`src/rtl/counter_pkg.sv`:
```
// Shared types, mode constants and load clamping helper for the up/down counter.
package counter_pkg;

    typedef enum logic {
        DIR_DOWN = 1'b0,
        DIR_UP   = 1'b1
    } dir_e;

    localparam int MODE_WRAP = 0;
    localparam int MODE_SAT  = 1;

    // Operands are carried at 32 bits, the widest legal counter.
    function automatic logic [31:0] clamp_load(input logic [31:0] val, input logic [31:0] max);
        return (val > max) ? max : val;
    endfunction

endpackage

```
`src/rtl/counter_next_val.sv`:
```
// Combinational successor of the current count: wraps or saturates at 0 and MOD_MAX.
module counter_next_val
    import counter_pkg::*;
#(
    parameter int               WIDTH    = 8,
    parameter longint unsigned  MOD_MAX  = (64'd1 << WIDTH) - 64'd1,
    parameter int               SATURATE = MODE_WRAP
) (
    input  logic [WIDTH-1:0] out,
    input  logic             up_down,
    output logic [WIDTH-1:0] next_cnt,
    output logic             hit
);

    localparam logic [WIDTH:0]   MAX_EXT = MOD_MAX[WIDTH:0];
    localparam logic [WIDTH:0]   ONE_EXT = {{WIDTH{1'b0}}, 1'b1};
    localparam logic [WIDTH-1:0] MAX_VAL = MOD_MAX[WIDTH-1:0];

    logic [WIDTH:0] cur_ext;
    logic [WIDTH:0] inc_ext;
    logic [WIDTH:0] dec_ext;
    dir_e           dir;

    assign cur_ext = {1'b0, out};
    assign inc_ext = cur_ext + ONE_EXT;
    assign dec_ext = cur_ext - ONE_EXT;
    assign dir     = dir_e'(up_down);

    // The extra bit catches both overshoot past MOD_MAX and borrow below zero.
    always_comb begin
        next_cnt = out;
        hit      = 1'b0;
        if (dir == DIR_UP) begin
            if (inc_ext > MAX_EXT) begin
                hit      = 1'b1;
                next_cnt = (SATURATE == MODE_SAT) ? MAX_VAL : '0;
            end else begin
                next_cnt = inc_ext[WIDTH-1:0];
            end
        end else begin
            if (dec_ext[WIDTH]) begin
                hit      = 1'b1;
                next_cnt = (SATURATE == MODE_SAT) ? '0 : MAX_VAL;
            end else begin
                next_cnt = dec_ext[WIDTH-1:0];
            end
        end
    end

endmodule

```
`src/rtl/updown_counter_mod.sv`:
```
// Parametrised up/down counter with wrap/saturate, clamped load and boundary flags.
// Optional sticky overflow flag with ovf_clr when UPDOWN_COUNTER_OVF_STICKY_EN is defined.
module updown_counter_mod
    import counter_pkg::*;
#(
    parameter int               WIDTH    = 8,
    parameter longint unsigned  MOD_MAX  = (64'd1 << WIDTH) - 64'd1,
    parameter int               SATURATE = MODE_WRAP
) (
    input  logic             clk,
    input  logic             reset,
    input  logic             enable,
    input  logic             up_down,
    input  logic             load,
    input  logic [WIDTH-1:0] load_val,
`ifdef UPDOWN_COUNTER_OVF_STICKY_EN
    input  logic             ovf_clr,
    output logic             ovf_sticky,
`endif
    output logic [WIDTH-1:0] out,
    output logic             at_max,
    output logic             at_min,
    output logic             tc
);

    if (WIDTH < 2 || WIDTH > 32) begin : g_bad_width
        $error("updown_counter_mod: WIDTH %0d outside 2..32", WIDTH);
    end
    if (MOD_MAX < 1 || MOD_MAX > ((64'd1 << WIDTH) - 64'd1)) begin : g_bad_mod
        $error("updown_counter_mod: MOD_MAX %0d outside 1..2**WIDTH-1", MOD_MAX);
    end
    if (SATURATE != MODE_WRAP && SATURATE != MODE_SAT) begin : g_bad_sat
        $error("updown_counter_mod: SATURATE must be 0 or 1");
    end

    localparam logic [WIDTH-1:0] MAX_VAL = MOD_MAX[WIDTH-1:0];

    logic [WIDTH-1:0] next_cnt;
    logic [WIDTH-1:0] load_clamped;
    logic             hit;

    counter_next_val #(
        .WIDTH   (WIDTH),
        .MOD_MAX (MOD_MAX),
        .SATURATE(SATURATE)
    ) u_next (
        .out     (out),
        .up_down (up_down),
        .next_cnt(next_cnt),
        .hit     (hit)
    );

    assign load_clamped = WIDTH'(clamp_load(32'(load_val), 32'(MOD_MAX)));

    always_ff @(posedge clk) begin
        if (reset) begin
            out <= '0;
        end else if (load) begin
            out <= load_clamped;
        end else if (enable) begin
            out <= next_cnt;
        end
    end

    assign at_max = (out == MAX_VAL);
    assign at_min = (out == '0);
    // hit already means "stepping off the boundary in the chosen direction".
    assign tc     = enable && !load && !reset && hit;

`ifdef UPDOWN_COUNTER_OVF_STICKY_EN
    always_ff @(posedge clk) begin
        if (reset) begin
            ovf_sticky <= 1'b0;
        end else if (tc) begin
            ovf_sticky <= 1'b1;
        end else if (ovf_clr) begin
            ovf_sticky <= 1'b0;
        end
    end
`endif

endmodule

```
`config.mk`:
```
export PLATFORM = sky130hd
export DESIGN_NAME = updown_counter_mod
export DESIGN_NICKNAME = d
export VERILOG_FILES = /design/src/rtl/counter_pkg.sv /design/src/rtl/counter_next_val.sv /design/src/rtl/updown_counter_mod.sv
export SDC_FILE = /design/constraint.sdc
export NUM_CORES = 1
export LEC_CHECK = 0
export CELL_PAD_IN_SITES_DETAIL_PLACEMENT = 1
export CELL_PAD_IN_SITES_GLOBAL_PLACEMENT = 2
export CORE_UTILIZATION = 25
export DETAILED_ROUTE_END_ITERATION = 12
export PLACE_DENSITY_LB_ADDON = 0.1
export SYNTH_ARGS = -nofsm -noshare
export SYNTH_HDL_FRONTEND = slang
export SYNTH_HIERARCHICAL = 1
export SYNTH_SLANG_ARGS = --single-unit
```
`constraint.sdc`:
```
create_clock -name clk -period 2.4 [get_ports clk]
set_input_delay 0.48 -clock clk [delete_from_list [all_inputs] [get_ports clk]]
set_output_delay 0.48 -clock clk [all_outputs]
set_load 0.05 [all_outputs]
```
==> flow_metrics.py, run 1 <==
metrics = {
    "cells_and_area": {
        "top_regs": "out x8",
        "final_cell_mix": "28 x buf_4, 20 x clkdlybuf4s50_1, 11 x nor2b_1",
        "largest_register_ff_count": 8,
        "drive_above_1_share_pct": 29.9,
        "final_common_cell": "buf_4",
        "area_growth_pct": 57.3,
        "regArea_sq_um": 171,
        "final_util_pct": 41.9,
        "nFillCells": 469,
        "layout.cells.non_filler": 222,
        "antenna_cells": 0,
        "final_area_sq_um": 1560,
        "max_flop_register": "out",
        "multi_input_area_sq_um": 805,
        "layout.nets": 191,
    },
    "global_route": {
        "grt_max_degree": 16,
        "grt_overflow_total": 0,
        "antenna_found_initial": 0,
        "grtUsageTotal_pct": 19.1,
        "grt_pass1_vias": 1200,
        "grt_first_pass_wirelength_mm": 6.12,
    },
    "setup_path": {
        "critPathCaptureType": "output pin",
        "startpoint_type": "flop",
        "critPathKind": "reg2out",
        "cp_data_required_time_ps": 1920,
        "critPathArrivalTime_ps": 2150,
        "cp_max_fo": 5,
    },
    "power": {
        "pwr-share-comb_pct": 48.0,
        "p_seq_share_pct": 24.4,
        "intPower_mw": 0.411,
        "powerDensity_nw_per_um2": 434,
        "switchingPower_mw": 0.263,
        "ir_drop_uv": 182,
        "swShare_pct": 39.0,
        "pwr-share-clk_pct": 27.6,
        "p_leak_nw": 0.610,
    },
    "clock_network": {
        "cts-root-buf": "clkbuf_8",
        "clkTransAtPathRegs_ps": 50,
        "cts_tree": "done",
        "htree_levels": 1,
        "clk_path_buf_depth": 2,
        "numCtsBuffers": 3,
        "insertion_delay_ps": 240,
        "cts_hold_buf": 0,
        "cts_num_sinks": 8,
    },
    "timing": {
        "finClkSkew_ps": 4.77,
        "setup_viol": 1,
        "timing.slew.headroom_pct": 66.6,
        "holdWs_ps": 655,
        "min_period_ps": 2630,
        "hold_violations": 0,
        "fin_ws_ps": -234,
        "fmax_mhz": 380,
        "rsz0062_at_grt": "true",
        "worst_slew_pin_slew_ps": 499,
        "finalMaxSlewViolations": 0,
        "fin_crit_sh_pct": 110,
        "setup-tns-final_ps": -234,
    },
    "drt": {
        "vias": 1145,
        "drt-total-wl_mm": 3.62,
        "dr.pass1.iters": 4,
        "viasPerCell": 5.16,
        "drtIter0Drc": 32,
        "detail-route-antenna-nets": 0,
        "drt-wirelength-per-cell_um": 16.3,
        "drc": 0,
    },
    "synth": {
        "synth_cell_types": 44,
        "ys_seq_elements": 8,
        "netlist_instances": 129,
        "yosys.area.top_type": "dfxtp_1",
        "synth_area_sq_um": 988,
        "synth_area_per_cell_sq_um": 7.66,
        "yosys_warnings": 6,
        "synth_nets": 145,
        "synth.area.top_cells": "dfxtp_1 16%, mux2i_1 10%, nor2b_1 7.0%, a211oi_1 6.1%, ha_1 3.8%",
        "synth_top_area_share_pct": 16.2,
        "synth-seq-area-share_pct": 16.2,
    },
    "floorplan": {
        "dieArea_sq_um": 4210,
        "io-pin-count": 24,
        "start_util_pct": 26.6,
        "rows": 22,
        "die_y_um": 64.9,
        "core_sq_um": 3720,
        "die_w_um": 64.9,
    },
    "placed_design": {
        "place_area_sq_um": 1490,
        "hpwl_mm": 2.94,
        "dp.cells": 216,
        "gp_congestion": 0.840,
        "port_buffers": 23,
    },
    "min_path": {
        "hold_path.class": "reg2reg",
    },
    "run_status": {
        "status": "finished, violations left",
        "violations": "setup timing",
    },
    "flow_run": {
        "cap_viol_max_count": 0,
    },
}
[routing by layer]
layer,share of wire [%],global-route usage (%)
met5,0,0
met4,0.97,4.17
met3,2.1,2.64
met2,49,33.2
met1,47,24.6
[path summary, 6_finish.rpt]
| kind | start | to | slack [ps] | depth (start not counted) |
|---|---|---|---|---|
| min reg2reg | out[7] | out[7] | 650 | 2 |
| max reg2reg | out[1] | out[0] | 240 | 10 |
| min | out[7] | out[7] | 650 | 2 |
| max | out[1] | tc | -230 | 9 |
[critical path, stage by stage, from the launching register on]
cell,delay [ps]
dfxtp_4,380
inv_4,40
ha_4,250
and4bb_2,240
o211ai_1,120
o2bb2ai_2,160
o21ai_2,130
a22o_1,160
nor4bb_4,250
buf_12,180
[through the flow]
step	total power, mW	worst slack (ps)
floorplan	0.354	-367
global placement	0.479	14.0
detailed placement	0.484	-42.5
CTS	0.677	-234
global route	0.716	-339
finish	0.675	-234
[cell usage after synthesis, drive strengths merged]
cell type	number
nor2	11
nor2b	11
mux2i	10
nand2	9
a211oi	8
dfxtp	8
buf	6
nand3	6
inv	5
nand4	5
o21ai	4
clkbuf	3
ha	3
nor3	3
o22ai	3
xor2	3
a21boi	2
a22oi	2
and3	2
nand2b	2
nor3b	2
o311ai	2
o31a	2
o32ai	2
or4	2
a22o	1
a31oi	1
and2	1
and3b	1
and4bb	1
nand4b	1
nor4	1
nor4bb	1
o211ai	1
o221ai	1
o2bb2ai	1
o31ai	1
xnor2	1
[logic make-up after synthesis]
family          share of synthesized area, %
simple gates                            35.4
compound gates                          24.6
buf+inv                                 6.33
mux                                     10.1
flops                                   16.2
xor+xnor                                3.54
fa+ha+maj                               3.80
[power by group through the flow]
stage	Sequential [mW]	Clock [mW]	Combinational, mW
final	0.165	0.186	0.323
after global routing	0.167	0.198	0.350
after CTS	0.165	0.189	0.323
after detailed placement	0.167	0	0.316
after global placement	0.166	0	0.313
after floorplan	0.205	0	0.149
[repair_timing]
| action | CTS | global route |
|---|---|---|
| buffers inserted | 2 | 0 |
| endpoints found under the setup margin | 1 | 2 |
| gates resized for setup | 2 | 2 |
| pin swaps | 4 | 2 |
[cell type report]
type | instances | share of cell area [%]
Multi-Input combinational cell | 107 | 51.7
Timing Repair Buffer | 50 | 29.0
Sequential cell | 8 | 11.0
Tap cell | 48 | 3.86
Clock buffer | 4 | 2.90
Inverter | 5 | 1.53
No activity file was read; power rests on OpenSTA's default activity.
==> inputs of run 2 (changes only) <==
GPL_ROUTABILITY_DRIVEN = 0   (was default)
==> results of run 2 <==
Same layout as run 1: the final DEF is identical, and so are final timing and power.
==> inputs of run 3 (changes only) <==
SLEW_MARGIN = 20   (was default)
==> results of run 3 <==
Same layout as run 1: the final DEF is identical, and so are final timing and power.
